==> src/rtl/instr_encoder_if.sv <==
// Request/response bus of the RV32I instruction encoder.
// The master issues field requests and drains encoded words; the slave is the encoder.
interface instr_encoder_if #(
    parameter int unsigned AW = 8
) ();
    logic          in_valid;
    logic          in_ready;
    logic [2:0]    fmt;
    logic [6:0]    opcode;
    logic [4:0]    rd;
    logic [4:0]    rs1;
    logic [4:0]    rs2;
    logic [2:0]    funct3;
    logic [6:0]    funct7;
    logic [31:0]   imm;

    logic          out_valid;
    logic          out_ready;
    logic [31:0]   out_instr;
    logic [AW-1:0] out_addr;
    logic          out_err;

    modport master (
        output in_valid, fmt, opcode, rd, rs1, rs2, funct3, funct7, imm, out_ready,
        input  in_ready, out_valid, out_instr, out_addr, out_err
    );

    modport slave (
        input  in_valid, fmt, opcode, rd, rs1, rs2, funct3, funct7, imm, out_ready,
        output in_ready, out_valid, out_instr, out_addr, out_err
    );
endinterface

==> src/rtl/instr_encoder.sv <==
// RV32I instruction encoder: packs fields into 32-bit words with immediate range
// checks, a per-sequence word address counter and a one-deep output register.
module instr_encoder #(
    parameter int unsigned DEPTH = 16,
    parameter int unsigned AW    = 8
) (
    input  logic          clk,
    input  logic          rst,
    input  logic          start,
    input  logic [AW-1:0] base_addr,
    instr_encoder_if.slave bus,
    output logic [7:0]    err_cnt,
    output logic          busy,
    output logic          done
);
    localparam int unsigned CW  = $clog2(DEPTH + 1);
    localparam logic [31:0] NOP = 32'h0000_0013;

    typedef enum logic [1:0] {
        ST_IDLE = 2'd0,
        ST_RUN  = 2'd1,
        ST_DONE = 2'd2
    } state_e;

    state_e        state_q, state_d;
    logic [AW-1:0] addr_ctr_q, addr_ctr_d;
    logic [CW-1:0] acc_cnt_q, acc_cnt_d;
    logic [7:0]    err_cnt_q, err_cnt_d;
    logic          out_valid_q, out_valid_d;
    logic [31:0]   out_instr_q, out_instr_d;
    logic [AW-1:0] out_addr_q, out_addr_d;
    logic          out_err_q, out_err_d;

    logic          in_ready_c;
    logic          accept_c;
    logic [31:0]   enc_instr_c;
    logic          enc_err_c;
    logic          fits12_c, fits13_c, fits21_c;

    // Signed-range checks: all bits above the field's sign bit must match it.
    always_comb begin
        fits12_c = (&bus.imm[31:11]) | ~(|bus.imm[31:11]);
        fits13_c = (&bus.imm[31:12]) | ~(|bus.imm[31:12]);
        fits21_c = (&bus.imm[31:20]) | ~(|bus.imm[31:20]);
    end

    // Field packing; any failed check substitutes a NOP.
    always_comb begin
        enc_instr_c = '0;
        enc_err_c   = 1'b0;
        case (bus.fmt)
            3'd0: enc_instr_c = {bus.funct7, bus.rs2, bus.rs1, bus.funct3, bus.rd, bus.opcode};
            3'd1: begin
                enc_err_c   = ~fits12_c;
                enc_instr_c = {bus.imm[11:0], bus.rs1, bus.funct3, bus.rd, bus.opcode};
            end
            3'd2: begin
                enc_err_c   = ~fits12_c;
                enc_instr_c = {bus.imm[11:5], bus.rs2, bus.rs1, bus.funct3,
                               bus.imm[4:0], bus.opcode};
            end
            3'd3: begin
                enc_err_c   = ~fits13_c | bus.imm[0];
                enc_instr_c = {bus.imm[12], bus.imm[10:5], bus.rs2, bus.rs1, bus.funct3,
                               bus.imm[4:1], bus.imm[11], bus.opcode};
            end
            3'd4: begin
                enc_err_c   = |bus.imm[11:0];
                enc_instr_c = {bus.imm[31:12], bus.rd, bus.opcode};
            end
            3'd5: begin
                enc_err_c   = ~fits21_c | bus.imm[0];
                enc_instr_c = {bus.imm[20], bus.imm[10:1], bus.imm[11], bus.imm[19:12],
                               bus.rd, bus.opcode};
            end
            default: enc_err_c = 1'b1;
        endcase
        if (enc_err_c) begin
            enc_instr_c = NOP;
        end
    end

    // Next-state: sequence FSM, address/accept/error counters and output register.
    always_comb begin
        state_d     = state_q;
        addr_ctr_d  = addr_ctr_q;
        acc_cnt_d   = acc_cnt_q;
        err_cnt_d   = err_cnt_q;
        out_valid_d = out_valid_q;
        out_instr_d = out_instr_q;
        out_addr_d  = out_addr_q;
        out_err_d   = out_err_q;

        in_ready_c  = (state_q == ST_RUN) & (~out_valid_q | bus.out_ready);
        accept_c    = bus.in_valid & in_ready_c;

        case (state_q)
            ST_IDLE, ST_DONE: begin
                if (start) begin
                    state_d    = ST_RUN;
                    addr_ctr_d = base_addr;
                    acc_cnt_d  = '0;
                    err_cnt_d  = '0;
                end
            end
            ST_RUN: begin
                if (accept_c) begin
                    addr_ctr_d = AW'(addr_ctr_q + AW'(1));
                    acc_cnt_d  = CW'(acc_cnt_q + CW'(1));
                    if (enc_err_c && (err_cnt_q != 8'hFF)) begin
                        err_cnt_d = 8'(err_cnt_q + 8'd1);
                    end
                    if (acc_cnt_q == CW'(DEPTH - 1)) begin
                        state_d = ST_DONE;
                    end
                end
            end
            default: state_d = ST_IDLE;
        endcase

        if (accept_c) begin
            out_valid_d = 1'b1;
            out_instr_d = enc_instr_c;
            out_addr_d  = addr_ctr_q;
            out_err_d   = enc_err_c;
        end else if (bus.out_ready) begin
            out_valid_d = 1'b0;
        end
    end

    always_ff @(posedge clk) begin
        if (rst) begin
            state_q     <= ST_IDLE;
            addr_ctr_q  <= '0;
            acc_cnt_q   <= '0;
            err_cnt_q   <= '0;
            out_valid_q <= 1'b0;
            out_instr_q <= '0;
            out_addr_q  <= '0;
            out_err_q   <= 1'b0;
        end else begin
            state_q     <= state_d;
            addr_ctr_q  <= addr_ctr_d;
            acc_cnt_q   <= acc_cnt_d;
            err_cnt_q   <= err_cnt_d;
            out_valid_q <= out_valid_d;
            out_instr_q <= out_instr_d;
            out_addr_q  <= out_addr_d;
            out_err_q   <= out_err_d;
        end
    end

    assign bus.in_ready  = in_ready_c;
    assign bus.out_valid = out_valid_q;
    assign bus.out_instr = out_instr_q;
    assign bus.out_addr  = out_addr_q;
    assign bus.out_err   = out_err_q;
    assign err_cnt       = err_cnt_q;
    assign busy          = (state_q == ST_RUN);
    assign done          = (state_q == ST_DONE);
endmodule

==> src/flat_wrapper.sv <==
// flat-port wrapper written by rule: the top's interface ports become plain ports
module instr_encoder_flat 
#(
    parameter int unsigned DEPTH = 16,
    parameter int unsigned AW    = 8
)
  (clk, rst, start, base_addr, err_cnt, busy, done, bus_in_valid, bus_fmt, bus_opcode, bus_rd, bus_rs1, bus_rs2, bus_funct3, bus_funct7, bus_imm, bus_out_ready, bus_in_ready, bus_out_valid, bus_out_instr, bus_out_addr, bus_out_err);
  instr_encoder_if #(.AW(AW)) bus_i ();
  input  logic clk;
  input  logic rst;
  input  logic start;
  input  logic [AW-1:0] base_addr;
  output logic [7:0] err_cnt;
  output logic busy;
  output logic done;
  input wire logic [$bits(bus_i.in_valid)-1:0] bus_in_valid;
  input wire logic [$bits(bus_i.fmt)-1:0] bus_fmt;
  input wire logic [$bits(bus_i.opcode)-1:0] bus_opcode;
  input wire logic [$bits(bus_i.rd)-1:0] bus_rd;
  input wire logic [$bits(bus_i.rs1)-1:0] bus_rs1;
  input wire logic [$bits(bus_i.rs2)-1:0] bus_rs2;
  input wire logic [$bits(bus_i.funct3)-1:0] bus_funct3;
  input wire logic [$bits(bus_i.funct7)-1:0] bus_funct7;
  input wire logic [$bits(bus_i.imm)-1:0] bus_imm;
  input wire logic [$bits(bus_i.out_ready)-1:0] bus_out_ready;
  output wire logic [$bits(bus_i.in_ready)-1:0] bus_in_ready;
  output wire logic [$bits(bus_i.out_valid)-1:0] bus_out_valid;
  output wire logic [$bits(bus_i.out_instr)-1:0] bus_out_instr;
  output wire logic [$bits(bus_i.out_addr)-1:0] bus_out_addr;
  output wire logic [$bits(bus_i.out_err)-1:0] bus_out_err;
  assign bus_i.in_valid = bus_in_valid;
  assign bus_i.fmt = bus_fmt;
  assign bus_i.opcode = bus_opcode;
  assign bus_i.rd = bus_rd;
  assign bus_i.rs1 = bus_rs1;
  assign bus_i.rs2 = bus_rs2;
  assign bus_i.funct3 = bus_funct3;
  assign bus_i.funct7 = bus_funct7;
  assign bus_i.imm = bus_imm;
  assign bus_i.out_ready = bus_out_ready;
  assign bus_in_ready = bus_i.in_ready;
  assign bus_out_valid = bus_i.out_valid;
  assign bus_out_instr = bus_i.out_instr;
  assign bus_out_addr = bus_i.out_addr;
  assign bus_out_err = bus_i.out_err;
  instr_encoder #(.DEPTH(DEPTH), .AW(AW)) u_core (.clk(clk), .rst(rst), .start(start), .base_addr(base_addr), .bus(bus_i), .err_cnt(err_cnt), .busy(busy), .done(done));
endmodule
==> config.mk <==
export PLATFORM = sky130hd
export DESIGN_NAME = instr_encoder_flat
export DESIGN_NICKNAME = d
export VERILOG_FILES = /design/src/rtl/instr_encoder_if.sv /design/src/rtl/instr_encoder.sv /design/src/flat_wrapper.sv
export SDC_FILE = /design/constraint.sdc
export NUM_CORES = 1
export LEC_CHECK = 0
export BUFFER_PORTS_ARGS = -buffer_cell sky130_fd_sc_hd__buf_4
export CAP_MARGIN = 20
export CORE_MARGIN = 2
export CORE_UTILIZATION = 52
export DETAILED_ROUTE_END_ITERATION = 16
export PLACE_DENSITY = 0.85
export SLEW_MARGIN = 0
export SYNTH_ARGS = -nofsm -noshare
export SYNTH_HDL_FRONTEND = slang
export SYNTH_SLANG_ARGS = --single-unit
==> constraint.sdc <==
create_clock -name clk -period 5 [get_ports clk]
set_input_delay 0.75 -clock clk [delete_from_list [all_inputs] [get_ports clk]]
set_output_delay 0.75 -clock clk [all_outputs]
set_load 0.05 [all_outputs]
==> results of run 1 <==
metrics by stage:
stage                     cell area [sq um]  power [uW]  utilization (%)  instances  worst slack [ns]
after floorplan                        3270         706                -        394              2.69
after global placement                 4250         801             71.0        579              2.06
after detailed placement               4250         806             71.0        579              1.95
after CTS                              4470        1290             74.7        595              1.89
after global routing                   4480        1340             74.8        596              1.61
final                                  4480        1290             74.8        596              1.86
sequential cells by signal, indices dropped and copies added (netlist names):
| name | flops |
|---|---|
| u_core.bus.out_instr | 32 |
| u_core.addr_ctr_q | 8 |
| u_core.bus.out_addr | 8 |
| u_core.err_cnt | 8 |
| u_core.acc_cnt_q | 5 |
| u_core.state_q | 2 |
| u_core.bus.out_err | 1 |
| u_core.bus.out_valid | 1 |
layout make-up:
| class | instances | area, sq um | area share [%] |
|---|---|---|---|
| clock buffers | 11 | 141 | 3.15 |
| well taps | 75 | 93.8 | 2.09 |
| clock inverters | 5 | 78.8 | 1.76 |
| inverters | 5 | 18.8 | 0.419 |
| flip-flops and latches | 65 | 1300 | 29.0 |
| multi-input cells | 301 | 1840 | 41.1 |
| repair buffers | 134 | 1010 | 22.4 |
critical path, cell delays in order (launching register included):
cell and delay [ns]:
dfxtp_1 0.37, nand2b_1 0.41, inv_1 0.31, and3_1 0.76, nand2_1 0.17, a311oi_2 0.68
and3_1 0.27, a221o_1 0.10
routing by layer:
layer	vias up	track usage, %	share of wire [%]
met5	-	0	0
met4	0	11.5	2.3
met3	25	5.77	7.7
met2	189	44.0	51
met1	1552	30.6	39
li1	1693	-	-
power by group through the flow:
stage               Combinational [uW]  Sequential (uW)  Clock, uW
finish                             248              550        491
global route                       267              552        520
CTS                                246              550        496
detailed placement                 245              561          0
global placement                   241              560          0
floorplan                          107              598          0
logic make-up after synthesis:
family          after synthesis  share of synthesized area (%)
compound gates              119                           25.2
flops                        65                           39.8
mux                          15                           4.74
fa+ha+maj                     4                           1.53
simple gates                158                           23.5
xor+xnor                      5                           1.34
buf+inv                      28                           3.94
how the worst max path moves through the flow:
| stage | slack, ns | startpoint | endpoint |
|---|---|---|---|
| detailed placement | 1.95 | u_core.state_q[1] | u_core.err_cnt[6] |
| floorplan | 2.69 | bus_imm[23] | u_core.err_cnt[5] |
| global route | 1.61 | u_core.state_q[0] | u_core.err_cnt[6] |
| global placement | 2.06 | u_core.state_q[1] | u_core.err_cnt[7] |
| CTS | 1.89 | u_core.state_q[1] | u_core.err_cnt[6] |
| finish | 1.86 | u_core.state_q[0] | u_core.err_cnt[7] |
cells in the final DEF, fill, tap and decap left out, drive strengths merged, types with 8 or more instances in the layout:
cell | netlist | final
buf | 11 | 134
dfxtp | 65 | 65
nand2 | 50 | 50
nor2 | 48 | 48
a21oi | 33 | 33
a22oi | 25 | 25
o21ai | 23 | 23
mux2i | 11 | 11
clkbuf | 12 | 11
nand3 | 10 | 10
and3 | 9 | 9
a22o | 8 | 8
nor4 | 8 | 8
==> qor.yml, run 1 <==
clock_tree:
  cts_buffer_depth: 2
  post_cts_resized: 0
  cts_tree: "yes"
  clkTransAtPathRegs_ns: 0.08
  cts-root-buf: "clkbuf_8"
  cts_buffers: 9
  post-cts-setup-buffers: 0
  htree_levels: 3
  clock_latency_ns: 0.33
  cts.sinks: 65
  cts_hold_buf: 0
global_routing:
  overflow: 0
  grt_pass1_wl_um: 14700
  grt_max_degree: 33
  grt_pass1_vias: 3088
  antenna_found_initial: 0
  track_usage_pct: 25.7
critical_path:
  required_ns: 5.27
  critPathCaptureType: "register"
  cp-start-kind: "register"
  crit_fanout: 26
  r2r-start: "u_core.state_q[0]"
  reg2reg_depth: 7
  arrival_ns: 3.42
  path_class: "reg -> reg"
  r2r_setup_slack_ns: 1.86
  r2r-end: "u_core.err_cnt[7]"
logic_synthesis:
  yosys.cell_types.count: 47
  netlist_area_sq_mm: 0.00327
  synth.largest_area_cell: "dfxtp_1"
  synthCells: 394
  yosysSeqAreaShare_pct: 39.8
  yosys.cell_count.top_type: "dfxtp_1"
  syn_nets: 478
  yosysWarnings: 0
  async_flop_share_pct: 0
  ys_ff_latch: 65
  yosys-top-cells-area: "dfxtp_1, a22oi_1, nand2_1"
  ys.flop_type: "dfxtp_1"
  syn_avg_cell_area_sq_um: 8.30
  ys_top_cells_by_count: "dfxtp_1, nand2_1, nor2_1"
  synth_edf_count: 0
  synth.top_cell.area_share_pct: 39.8
place:
  finalWeightedCongestion: 0.867
  portBuffers: 132
  dp_hpwl_um: 6890
timing:
  finalSetupTns_ns: 0
  slew_headroom_pct: 42.7
  fmax_mhz: 318
  worst_slew_pin_slew_ns: 0.860
  min_period_over_period_pct: 62.8
  hold_viol: 0
  holdWs_ns: 0.455
  slew_viol_final: 0
  fin_crit_ns: 3.14
  setup_violations: 0
  rsz0062_at_grt: "no"
  final.setup_skew_ns: 0.00878
finish:
  drive_gt1_share_pct: 33.2
  fillers: 449
  area_growth_pct: 37.0
  nets: 600
  diodes: 0
power:
  p_per_area_mw_per_mm2: 288
  swShare_pct: 28.0
  seq_power_share_pct: 42.7
  p_clk_share_pct: 38.1
  power_frac_comb_pct: 19.2
  power.leakage_uw: 0.00198
  ir_drop_v: 0.000239
  switching_power_uw: 361
  intPower_uw: 929
route:
  first_pass_iters: 7
  wl_um: 9280
  ant_nets: 0
  route.detailed.drc: 0
  wl_per_cell_um: 15.6
  drtIter0Drc: 198
  viasPerCell: 5.80
  vias: 3459
floorplanning:
  core_area_sq_mm: 0.00599
  rows: 28
  die_area_sq_mm: 0.00694
  start_util_pct: 54.6
  die_h_um: 83.3
  ios: 133
  fp.dieW_um: 83.3
worst_hold_path:
  min_path_type: "reg -> reg"
  worstHoldStart: "u_core.bus.out_instr[13]"
  whs_path_depth: 2
  hold-path-endpoint: "u_core.bus.out_instr[13]"
outcome:
  outcome: "finished clean"
job:
  max-cap-violations: 0
Note: power is estimated with default switching activity, not from simulation.
==> inputs of run 2 (changes only) <==
--- a/config.mk
+++ b/config.mk
@@ -8,9 +8,9 @@
 export BUFFER_PORTS_ARGS = -buffer_cell sky130_fd_sc_hd__buf_4
 export CAP_MARGIN = 20
 export CORE_MARGIN = 2
-export CORE_UTILIZATION = 52
+export CORE_UTILIZATION = 48
 export DETAILED_ROUTE_END_ITERATION = 16
-export PLACE_DENSITY = 0.85
+export PLACE_DENSITY = 0.8
 export SLEW_MARGIN = 0
 export SYNTH_ARGS = -nofsm -noshare
 export SYNTH_HDL_FRONTEND = slang
==> constraint.sdc (replaced) <==
create_clock -name clk -period 2.9 [get_ports clk]
set_input_delay 0.435 -clock clk [delete_from_list [all_inputs] [get_ports clk]]
set_output_delay 0.435 -clock clk [all_outputs]
set_load 0.05 [all_outputs]
==> run 2 against run 1 <==
Via count shrank 4.0%. Critical path depth unchanged. Critical path type unchanged. Worst hold slack worse by 0.11 ns. Clock skew up 0.00091 ns. Highest routed layer unchanged. Die area increased by 7.9%. Combinational power increased by 71%. Wire length is 6.9% lower. Sequential share of layout area rose by 0.065 points.
==> qor.yml, run 2 (synthesized netlist as in run 1, its figures left out) <==
outcome:
  outcome: "finished clean"
finish:
  stdcell_count: 603
  largest_register_ffs: 32
  drive_gt1_share_pct: 33.1
  fillers: 583
  final_common_cell: "buf_4"
  nets: 602
  diodes: 0
  final_cell_mix: "buf_4, dfxtp_1, nand2_1"
  area_growth_pct: 36.7
  fin_area_sq_mm: 0.00447
route:
  route.detailed.drc: 0
  first_pass_iters: 4
  viasPerCell: 5.50
  wl_per_cell_um: 14.3
  drtIter0Drc: 151
  ant_nets: 0
  vias: 3319
  wl_um: 8640
place:
  place_area_sq_mm: 0.00428
  finalWeightedCongestion: 0.869
  dp_hpwl_um: 6630
  portBuffers: 132
  post-place-cells: 587
  place_ws_ns: 0.486
clock_tree:
  cts-root-buf: "clkbuf_8"
  cts_tree: "yes"
  htree_levels: 3
  post-cts-setup-buffers: 0
  clock_latency_ns: 0.34
  cts.sinks: 65
  cts_hold_buf: 0
  clkTransAtPathRegs_ns: 0.07
  cts_buffers: 9
  post_cts_resized: 0
  cts_buffer_depth: 2
critical_path:
  critPathCaptureType: "register"
  crit_path_top_delay_cell: "a311oi_2"
  worstPathCellList: "nand2b_1 -> inv_1 -> and3_1 -> nand2_1 -> a311oi_2 -> and3b_1 -> a211o_1"
  path_class: "reg -> reg"
  cp-start-kind: "register"
  arrival_ns: 2.65
  crit_fanout: 13
  required_ns: 3.17
  slowest_delay_ns: 0.66
timing:
  setup_violations: 0
  min_period_over_period_pct: 81.9
  rsz0062_at_grt: "no"
  finalWorstSetupSlack_ns: 0.525
  slew_viol_final: 0
  slew_headroom_pct: 53.9
  worst_slew_pin_slew_ns: 0.692
  hold_viol: 0
  fmax_mhz: 421
  finalSetupTns_ns: 0
  fin_crit_ns: 2.37
  final.setup_skew_ns: 0.00968
global_routing:
  antenna_found_initial: 0
  grt_pass1_vias: 3023
  grt_max_degree: 33
  overflow: 0
  grt_pass1_wl_um: 13800
  track_usage_pct: 23.3
worst_hold_path:
  min_path_type: "in -> reg"
floorplanning:
  core_area_sq_mm: 0.00668
  die_h_um: 86.6
  fp.dieW_um: 86.6
  die_area_sq_mm: 0.00749
  start_util_pct: 49.0
  ios: 133
  rows: 30
power:
  power.leakage_uw: 0.00198
  ir_drop_v: 0.000222
  p_per_area_mw_per_mm2: 472
job:
  max-cap-violations: 0
run 2: cell count changes in the layout (fill, tap and decap cells not counted), sizes merged:
cell,previous run,this run
buf,134,136
clkinv,3,2
bufinv,2,1
clkbuf,11,13
run 2: power by group:
part | internal [uW] | switching, uW
Combinational | 174 | 250
Sequential | 924 | 23.5
Clock | 419 | 322
Total | 1520 | 596
run 2: path summary, 6_finish.rpt:
check	end	depth (start not counted)	startpoint	slack, ns
setup / recovery	u_core.err_cnt[6]	7	u_core.state_q[0]	0.53
hold / removal	u_core.bus.out_instr[3]	3	bus_opcode[3]	0.35
setup reg to reg	u_core.err_cnt[6]	7	u_core.state_q[0]	0.53
hold reg to reg	u_core.bus.out_addr[6]	2	u_core.bus.out_addr[6]	0.45
run 2: layout make-up:
type / count / area, sq um / area share, %
inverters: 5 / 18.8 / 0.420
flip-flops and latches: 65 / 1300 / 29.1
multi-input cells: 301 / 1840 / 41.2
repair buffers: 136 / 1020 / 22.8
clock buffers: 13 / 149 / 3.33
clock inverters: 3 / 40.0 / 0.895
well taps: 80 / 100 / 2.24
run 2: stage by stage:
stage                     total power (uW)  util (%)  hold WS (ns)
after global routing                  2210      66.9         0.341
after global placement                1380      64.1         0.437
final                                 2110      66.9         0.350
after detailed placement              1390      64.1         0.445
after CTS                             2130      66.9         0.330
after floorplan                       1220         -         0.441
run 2: metal layers:
layer | vias to the layer above | part of all wire [%] | global-route usage [%]
li1 | 1696 | - | -
met1 | 1508 | 42 | 28.0
met2 | 107 | 50 | 39.4
met3 | 8 | 6.5 | 6.19
met4 | 0 | 1.1 | 9.09
met5 | - | 0 | 0
run 2: critical path: cells and delay by family (launching register included):
kind / cells / cell delay [ns]
AO/OA/AOI/OAI: 2 / 0.75
buffers and inverters: 1 / 0.17
flip-flops: 1 / 0.37
AND/OR/NAND/NOR: 4 / 1.02
==> inputs of run 3 (changes only) <==
==> constraint.sdc (replaced) <==
create_clock -name clk -period 2.4 [get_ports clk]
set_input_delay 0.36 -clock clk [delete_from_list [all_inputs] [get_ports clk]]
set_output_delay 0.36 -clock clk [all_outputs]
set_load 0.05 [all_outputs]
==> run 3 against run 2 <==
Combinational power up 25%. Clock power up 43%. Maximum frequency up 14%. Largest power group unchanged. Sequential share of layout area down 0.54 points. Cell area up 1.9%. Register-to-register slack worse by 0.20 ns. Total power up 29%. Setup slack worse by 0.20 ns. Highest routed layer unchanged.
==> qor.yml, run 3 (synthesized netlist as in run 1, its figures left out) <==
finish:
  drive_gt1_share_pct: 34.4
  final_common_cell: "buf_4"
  largest_register_ffs: 32
  finalCoreUtilization_pct: 68.2
  area_growth_pct: 39.2
  diodes: 0
  nets: 608
  final_cell_mix: "buf_4, dfxtp_1, nand2_1"
  fillers: 562
floorplanning:
  rows: 30
  ios: 133
  core_area_sq_mm: 0.00668
  die_area_sq_mm: 0.00749
  die_h_um: 86.6
  fp.dieW_um: 86.6
  start_util_pct: 49.0
clock_tree:
  cts_tree: "yes"
  clkTransAtPathRegs_ns: 0.08
  cts_buffers: 9
  post_cts_resized: 0
  cts_hold_buf: 0
  cts_buffer_depth: 2
  htree_levels: 3
  cts.sinks: 65
  post-cts-setup-buffers: 0
  clock_latency_ns: 0.34
  cts-root-buf: "clkbuf_8"
critical_path:
  critPathCaptureType: "register"
  crit_fanout: 12
  required_ns: 2.68
  r2r-start: "u_core.state_q[1]"
  path_class: "reg -> reg"
  startpoint: "u_core.state_q[1]"
  r2r-end: "u_core.err_cnt[5]"
  cp-start-kind: "register"
  r2r_setup_slack_ns: 0.33
  arrival_ns: 2.36
  reg2reg_depth: 7
timing:
  hold_viol: 0
  worst_slew_pin_slew_ns: 0.699
  finalWorstSetupSlack_ns: 0.325
  setup_violations: 0
  fin_crit_ns: 2.07
  holdWs_ns: 0.278
  fmax_mhz: 482
  finalSetupTns_ns: 0
  final.setup_skew_ns: 0.00917
  slew_viol_final: 0
  min_period_over_period_pct: 86.4
  rsz0062_at_grt: "no"
  slew_headroom_pct: 53.4
route:
  ant_nets: 0
  viasPerCell: 5.70
  wl_per_cell_um: 15.2
  vias: 3470
  first_pass_iters: 5
  route.detailed.drc: 0
  wl_um: 9280
  drtIter0Drc: 178
power:
  p_per_area_mw_per_mm2: 600
  ir_drop_v: 0.000283
  power.leakage_uw: 0.00202
  total_power_uw: 2730
place:
  finalWeightedCongestion: 0.823
  portBuffers: 132
  dp_hpwl_um: 7040
  place_ws_ns: 0.0424
worst_hold_path:
  hold-path-endpoint: "u_core.bus.out_instr[3]"
  whs_path_depth: 3
  worstHoldStart: "bus_opcode[3]"
  min_path_type: "in -> reg"
global_routing:
  overflow: 0
  antenna_found_initial: 0
  grt_pass1_vias: 3292
  grt_pass1_wl_um: 15100
  grt_max_degree: 33
  track_usage_pct: 25.2
job:
  max-cap-violations: 0
outcome:
  outcome: "finished clean"
==> run 3: layout make-up <==
cell class / count / area [sq um] / share of cell area, %
clock buffer: 10 / 138 / 3.02
sequential: 65 / 1300 / 28.6
multi-input combinational: 301 / 1840 / 40.4
timing repair buffer: 142 / 1070 / 23.4
tap: 80 / 100 / 2.20
inverter: 5 / 18.8 / 0.412
clock inverter: 6 / 90.1 / 1.98
==> run 3: worst max-delay path, cell delays in order (launching register included) <==
cell and delay, ns:
dfxtp_1 0.31, nand2b_1 0.15, inv_1 0.17, and3_1 0.28, nand2_1 0.10, a311oi_2 0.64
and3_1 0.27, a221o_1 0.10
==> run 3: how the worst max path moves through the flow <==
stage	end	slack, ns
2_1_floorplan	u_core.addr_ctr_q[3]	0.22
3_3_place_gp	u_core.err_cnt[2]	0.16
3_5_place_dp	u_core.err_cnt[2]	0.04
4_1_cts	u_core.bus.out_instr[28]	0.35
5_1_grt	u_core.err_cnt[5]	0.11
6_report	u_core.err_cnt[5]	0.33
==> run 3: per-stage QoR <==
step	area, sq um	cells
floorplan	3270	394
detailed placement	4330	593
CTS	4560	609
global placement	4330	593
global route	4560	609
finish	4560	609
==> run 3: power by group <==
part	switching, uW	internal, uW	total [uW]	leakage, uW
clock network	443	617	1060	0.000113
registers	28.8	1120	1140	0.000527
logic	311	218	528	0.00138
total	783	1950	2730	0.00202
==> run 3: metal layers <==
layer	GRT usage, %	vias up	share of wire, %
met1	29.5	1603	40
met3	6.95	17	7.6
li1	-	1704	-
met4	9.09	0	1.9
met5	0	-	0
met2	43.9	146	50
